<file path="config.mk">
export PLATFORM = sky130hd
export DESIGN_NAME = level_ramp
export DESIGN_NICKNAME = d
export VERILOG_FILES = /design/src/rtl/level_ramp.sv
export SDC_FILE = /design/constraint.sdc
export NUM_CORES = 1
export LEC_CHECK = 0
export CAP_MARGIN = 5
export CORE_MARGIN = 4
export CORE_UTILIZATION = 50
export CTS_BUF_LIST = sky130_fd_sc_hd__clkbuf_8
export CTS_CLUSTER_SIZE = 12
export DETAILED_ROUTE_END_ITERATION = 7
export PLACE_DENSITY = 0.78
export SLEW_MARGIN = 20
export SYNTH_ARGS = -nofsm -noshare
export SYNTH_HDL_FRONTEND = slang
export SYNTH_SLANG_ARGS = --single-unit
</file>
<file path="constraint.sdc">
create_clock -name clk -period 2.8 [get_ports clk]
set_clock_uncertainty 0.2 [all_clocks]
set_input_delay 0.56 -clock clk [delete_from_list [all_inputs] [get_ports clk]]
set_output_delay 0.56 -clock clk [all_outputs]
set_load 0.05 [all_outputs]
</file>
<file path="src/rtl/level_ramp.sv">
// Ramps the 7-bit mixer gain code one step per FRAMES_PER_STEP audio frames toward a
// clamped target (or MUTE_LEVEL while muted); frames come from a synchronised lrclk.
module level_ramp #(
  parameter int LEVEL_MAX       = 82,
  parameter int MUTE_LEVEL      = 0,
  parameter int RESET_LEVEL     = 0,
  parameter int FRAMES_PER_STEP = 4
) (
  input  logic       clk,
  input  logic       rst_n,
  input  logic       lrclk,
  input  logic       target_valid,
  input  logic [6:0] target,
  output logic       target_ready,
  input  logic       mute,
  output logic [6:0] level,
  output logic       busy,
  output logic       muted,
  output logic [1:0] dbg_state
);

  // Handshake: a target is taken on any clk edge where target_valid && target_ready;
  // target_ready is constantly 1, so the producer never stalls.

  localparam int CW = (FRAMES_PER_STEP > 1) ? $clog2(FRAMES_PER_STEP) : 1;
  localparam logic [CW-1:0] CNT_LAST = CW'(FRAMES_PER_STEP - 1);
  localparam logic [6:0] LMAX  = 7'(LEVEL_MAX);
  localparam logic [6:0] LMUTE = 7'(MUTE_LEVEL);
  localparam logic [6:0] LRST  = 7'(RESET_LEVEL);

  typedef enum logic [1:0] {
    S_IDLE = 2'd0,
    S_UP   = 2'd1,
    S_DOWN = 2'd2
  } state_t;

  state_t        r_state, w_next_state;
  logic          r_s1, r_s2, r_s3;
  logic [6:0]    r_level, r_target, w_next_level;
  logic [CW-1:0] r_cnt, w_next_cnt;
  logic          r_muted;
  logic          w_tick;
  logic [6:0]    w_goal_raw, w_goal, w_target_c;

  assign w_tick     = r_s2 & ~r_s3;
  assign w_target_c = (target > LMAX) ? LMAX : target;
  assign w_goal_raw = mute ? LMUTE : r_target;
  // Clamping the goal keeps saturation safe even if MUTE_LEVEL exceeds LEVEL_MAX.
  assign w_goal     = (w_goal_raw > LMAX) ? LMAX : w_goal_raw;

  always_comb begin
    w_next_state = r_state;
    w_next_level = r_level;
    w_next_cnt   = r_cnt;
    case (r_state)
      S_IDLE: begin
        w_next_cnt = '0;
        if (w_goal > r_level)      w_next_state = S_UP;
        else if (w_goal < r_level) w_next_state = S_DOWN;
      end
      S_UP, S_DOWN: begin
        // A step on this tick follows the current state, even if the goal just moved.
        if (w_tick && (r_level != w_goal)) begin
          if (r_cnt == CNT_LAST) begin
            w_next_cnt = '0;
            if (r_state == S_UP && r_level < LMAX)         w_next_level = r_level + 7'd1;
            else if (r_state == S_DOWN && r_level > 7'd0)  w_next_level = r_level - 7'd1;
          end else begin
            w_next_cnt = r_cnt + CW'(1);
          end
        end
        if (r_level == w_goal)     w_next_state = S_IDLE;
        else if (w_goal > r_level) w_next_state = S_UP;
        else                       w_next_state = S_DOWN;
        if (w_next_state != r_state) w_next_cnt = '0;
      end
      default: begin
        w_next_state = S_IDLE;
        w_next_cnt   = '0;
      end
    endcase
  end

  always_ff @(posedge clk or negedge rst_n) begin
    if (!rst_n) begin
      r_s1     <= 1'b0;
      r_s2     <= 1'b0;
      r_s3     <= 1'b0;
      r_state  <= S_IDLE;
      r_level  <= LRST;
      r_target <= LRST;
      r_cnt    <= '0;
      r_muted  <= 1'b0;
    end else begin
      r_s1    <= lrclk;
      r_s2    <= r_s1;
      r_s3    <= r_s2;
      r_state <= w_next_state;
      r_level <= w_next_level;
      r_cnt   <= w_next_cnt;
      r_muted <= mute && (r_level == LMUTE);
      if (target_valid && target_ready) r_target <= w_target_c;
    end
  end

  assign target_ready = 1'b1;
  assign level        = r_level;
  assign busy         = (r_state != S_IDLE);
  assign muted        = r_muted;
  assign dbg_state    = r_state;

endmodule
</file>
==> metrics.md <==
| Metric | Value |
|---|---|
| Worst-path cell chain | clkdlybuf4s50_1, nor3b_2, ha_1, and3_4, a221o_1, a31o_2, mux2i_2, o221a_1 |
| Syn Nets | approximately 190 |
| Min-delay worst type | flop to flop |
| Sw Share | between 30% and 40% |
| Wire per inst | 15.13 um |
| Share of cells above drive strength 1 | about 23% |
| Skew-Pair Late Insertion Delay | about 0.26 ns |
| DR vias/cell | 5.602 |
| Final worst-path cycle share | 100.7% |
| WL final | between 3000 and 4000 um |
| Layout fillers | about 220 |
| Crit path capture | r_cnt[0] |
| Drt first pass iters | 4 |
| Yosys reg bits | 22 |
| Largest net degree at the start of global routing | 23 |
| Vias | 1266 |
| Internal | 0.0006750 W |
| Outcome | complete, but fails checks |
| Starting Density | 53.17% |
| Area Growth Syn to Fin | 32.97% |
| First-pass GRT wire length | 5644 um |
| Number of flops mapped to enable cells by yosys | 0 |
| Post-layout util | 70.70% |
| Grt ovf | 0 |
| FF-to-FF path depth | 11 |
| Setup TNS | -0.02014 ns |
| Worst-Margin Slew | 0.5061 ns |
| Worst reg2reg endpoint | r_cnt[0] |
| Die W | 62.62 um |
| Highest clock rate | around 0.35 GHz |
| CP Depth | 8 |
| Gpl congestion | 0.8288 |
| Critical setup path kind | primary input to flop |
| Kind of cell adding the most delay to the critical path | compound AO/OA/AOI/OAI gates |
| Placed Area | between 0.0015 and 0.002 mm^2 |
| Avg Cell Area, Syn | 9.500 um^2 |
| Core box area | 0.002805 mm^2 |
| Fin. Hold Viols | 0 |
| Sequential share of power | 33.7% |
| Dpl hpwl | 2605 um |
| Syn Inst Count | about 160 |
| Dpl ws | -0.2982 ns |
| IO Pins | 24 |
| Die height | 62.62 um |
| Crit-path slowest cell | clkdlybuf4s50_1 |
| Initial antenna violation count | 0 |
| H-Tree Depth | 1 |
| TritonCTS buffer count | 3 |
| CP Buf/Inv Count | 1 |
| Antenna diodes | 0 |
| R2r setup slk | approximately 0.030 ns |
| Die Area | 0.003921 mm^2 |
| Share of flip-flops with an asynchronous set or reset | 100.0% |
| Setup violations, final | 1 |
| Port-buffer cells | 22 |
| CP Max Fanout | 5 |
| Reg-to-reg startpoint | r_target[1] |
| Comb power frac | between 40% and 50% |
| Synth unique cells | 44 |
| CTS tree | done |
| Critical Path Start | mute |
| DRT iter0 DRCs | 47 |
| Clk pin slew, worst setup/hold paths | 0.08 ns |
| Relative slew slack | between 60% and 70% |
| CP Capture Type | flop |
| Main synth FF type | dfrtp_1 |
| Req. time, crit path | 2.75 ns |
| Setup repair after global routing missed its margin | true |
| Vias in the first global route | around 1300 |
| Seq/Total Area, Yosys | 36.91% |
| Peak VDD IR | 0.5569 mV |
| Final WS setup | -0.02014 ns |
| Critical Path Start Type | primary input |
| Core Rows | 19 |
| P_sw | 0.0004131 W |
| Clock power share | 21.3% |
| Clock sinks | 22 |
| CTS Root Cell | clkbuf_8 |
| Total number of yosys warnings | 0 |
| Post-route DRC | 0 |
| Overall power | approximately 0.0011 W |
| Layout Nets | approximately 230 |
| GRT Total Usage | 17.50% |
| Max Buffers Root-to-Sink | 2 |
| Cell area after layout | 0.001983 mm^2 |
| Power density cells | approximately 550 mW/mm^2 |
| CP peak stage delay | between 0.4 and 0.5 ns |
| Critical Path AT | 2.77 ns |
| Fin crit period | 2.820 ns |
| P_leak | 0.9412 nW |
| Number of max-cap violations | 0 |
| ANT nets after route | 0 |
| Final-report max-slew violation count | 0 |
| Violations in the final reports | negative setup slack |
| Mapped Area | 0.001491 mm^2 |
metrics by stage:
| stage | cells | hold WS (ns) |
|---|---|---|
| global route | 226 | 0.1747 |
| floorplan | 157 | 0.06441 |
| CTS | 225 | 0.1606 |
| global placement | 220 | 0.1416 |
| finish | 226 | 0.1659 |
| detailed placement | 220 | 0.1394 |
registers in the layout, indices dropped and copies added (netlist names):
register,cells
dbg_state,2
level,7
muted,1
r_cnt,2
r_s1,1
r_s2,1
r_s3,1
r_target,7
Yosys cell counts, types with 3 or more instances:
library cell,instances,share of area (%)
nand3_1,4,1.3
nand2_1,10,2.5
ha_1,17,14
nor2_1,8,2.0
inv_1,18,4.5
o22ai_1,3,1.3
dfrtp_1,22,37
nor2b_1,5,2.1
o21ai_0,6,2.0
nor3_1,6,2.0
mux2i_1,3,2.0
o211ai_1,3,1.5
xor2_1,4,2.3
a21oi_1,9,3.0
final cells by class:
class / instances / area (um^2) / area share [%]
multi-input combinational: 114 / 925.9 / 46.69
sequential: 22 / 553.0 / 27.89
timing repair buffer: 37 / 342.8 / 17.29
inverter: 18 / 67.56 / 3.407
clock buffer: 4 / 55.05 / 2.776
tap: 31 / 38.79 / 1.956
metal layers:
layer  track usage [%]  part of all wire (%)  vias to the layer above
met5                 0                     0                        -
met4             3.306                   1.1                        0
met3             3.777                   2.8                        4
met2             28.36                    52                       21
met1             24.15                    44                      605
li1                  -                     -                      636
power groups by stage:
stage	combinational [W]	clock, W	sequential (W)
2_1_floorplan	0.000264	0	0.000414
3_3_place_gp	0.000434	0	0.000370
3_5_place_dp	0.000458	0	0.000372
4_1_cts	0.000464	0.000234	0.000365
5_1_grt	0.000537	0.000252	0.000370
6_report	0.000490	0.000232	0.000367
kinds of logic after synthesis:
group                      Yosys count  synth area share (%)
and+or+nand+nor                     44                 16.02
AOI/OAI and AO/OA                   41                 19.21
DFF                                 22                 36.91
buffers and inverters               21                 5.537
adders and majority gates           18                 15.60
xor gates and xnor gates             5                 2.936
muxes                                5                 3.523
other                                1                0.2514
worst min-delay path by stage:
stage / from / to / slack, ns / cells after the start
after floorplan: rst_n / dbg_state[0] / 0.06 / 0
after global placement: r_s1 / r_s2 / 0.14 / 0
after detailed placement: r_s1 / r_s2 / 0.14 / 0
after CTS: r_s1 / r_s2 / 0.16 / 0
after global routing: r_s1 / r_s2 / 0.17 / 0
final: r_s1 / r_s2 / 0.17 / 0
repair_timing:
| item | 4_1_cts | 5_1_grt |
|---|---|---|
| pin swaps | 0 | 6 |
| resized for setup | 2 | 17 |
| cloned | 0 | 0 |
| buffers inserted | 1 | 1 |
| endpoints found under the setup margin | 1 | 7 |
| hold buffers | 0 | 0 |
cell usage in the layout (no fill, tap or decap), types with 3 or more instances in the layout:
| master | instances |
|---|---|
| nor3_2 | 3 |
| clkbuf_8 | 4 |
| inv_1 | 18 |
| nand2_1 | 7 |
| o21ai_0 | 6 |
| o211ai_1 | 3 |
| xor2_1 | 4 |
| nor2_1 | 8 |
| a31o_2 | 3 |
| nor3_1 | 4 |
| buf_4 | 13 |
| dfrtp_1 | 20 |
| o22ai_1 | 3 |
| ha_1 | 17 |
| clkdlybuf4s50_1 | 21 |
| nor2b_1 | 5 |
| a21oi_1 | 8 |
worst register-to-register path: stages (launching register included):
cell     delay, ns
dfrtp_1       0.39
a211o_1       0.31
a21oi_2       0.12
nor2b_1       0.06
or3_1         0.31
ha_1          0.28
nand4_1       0.12
or2_4         0.30
buf_6         0.13
nand3_2       0.08
mux2i_2       0.08
o221a_1       0.28
(Power assumes the default switching activity.)
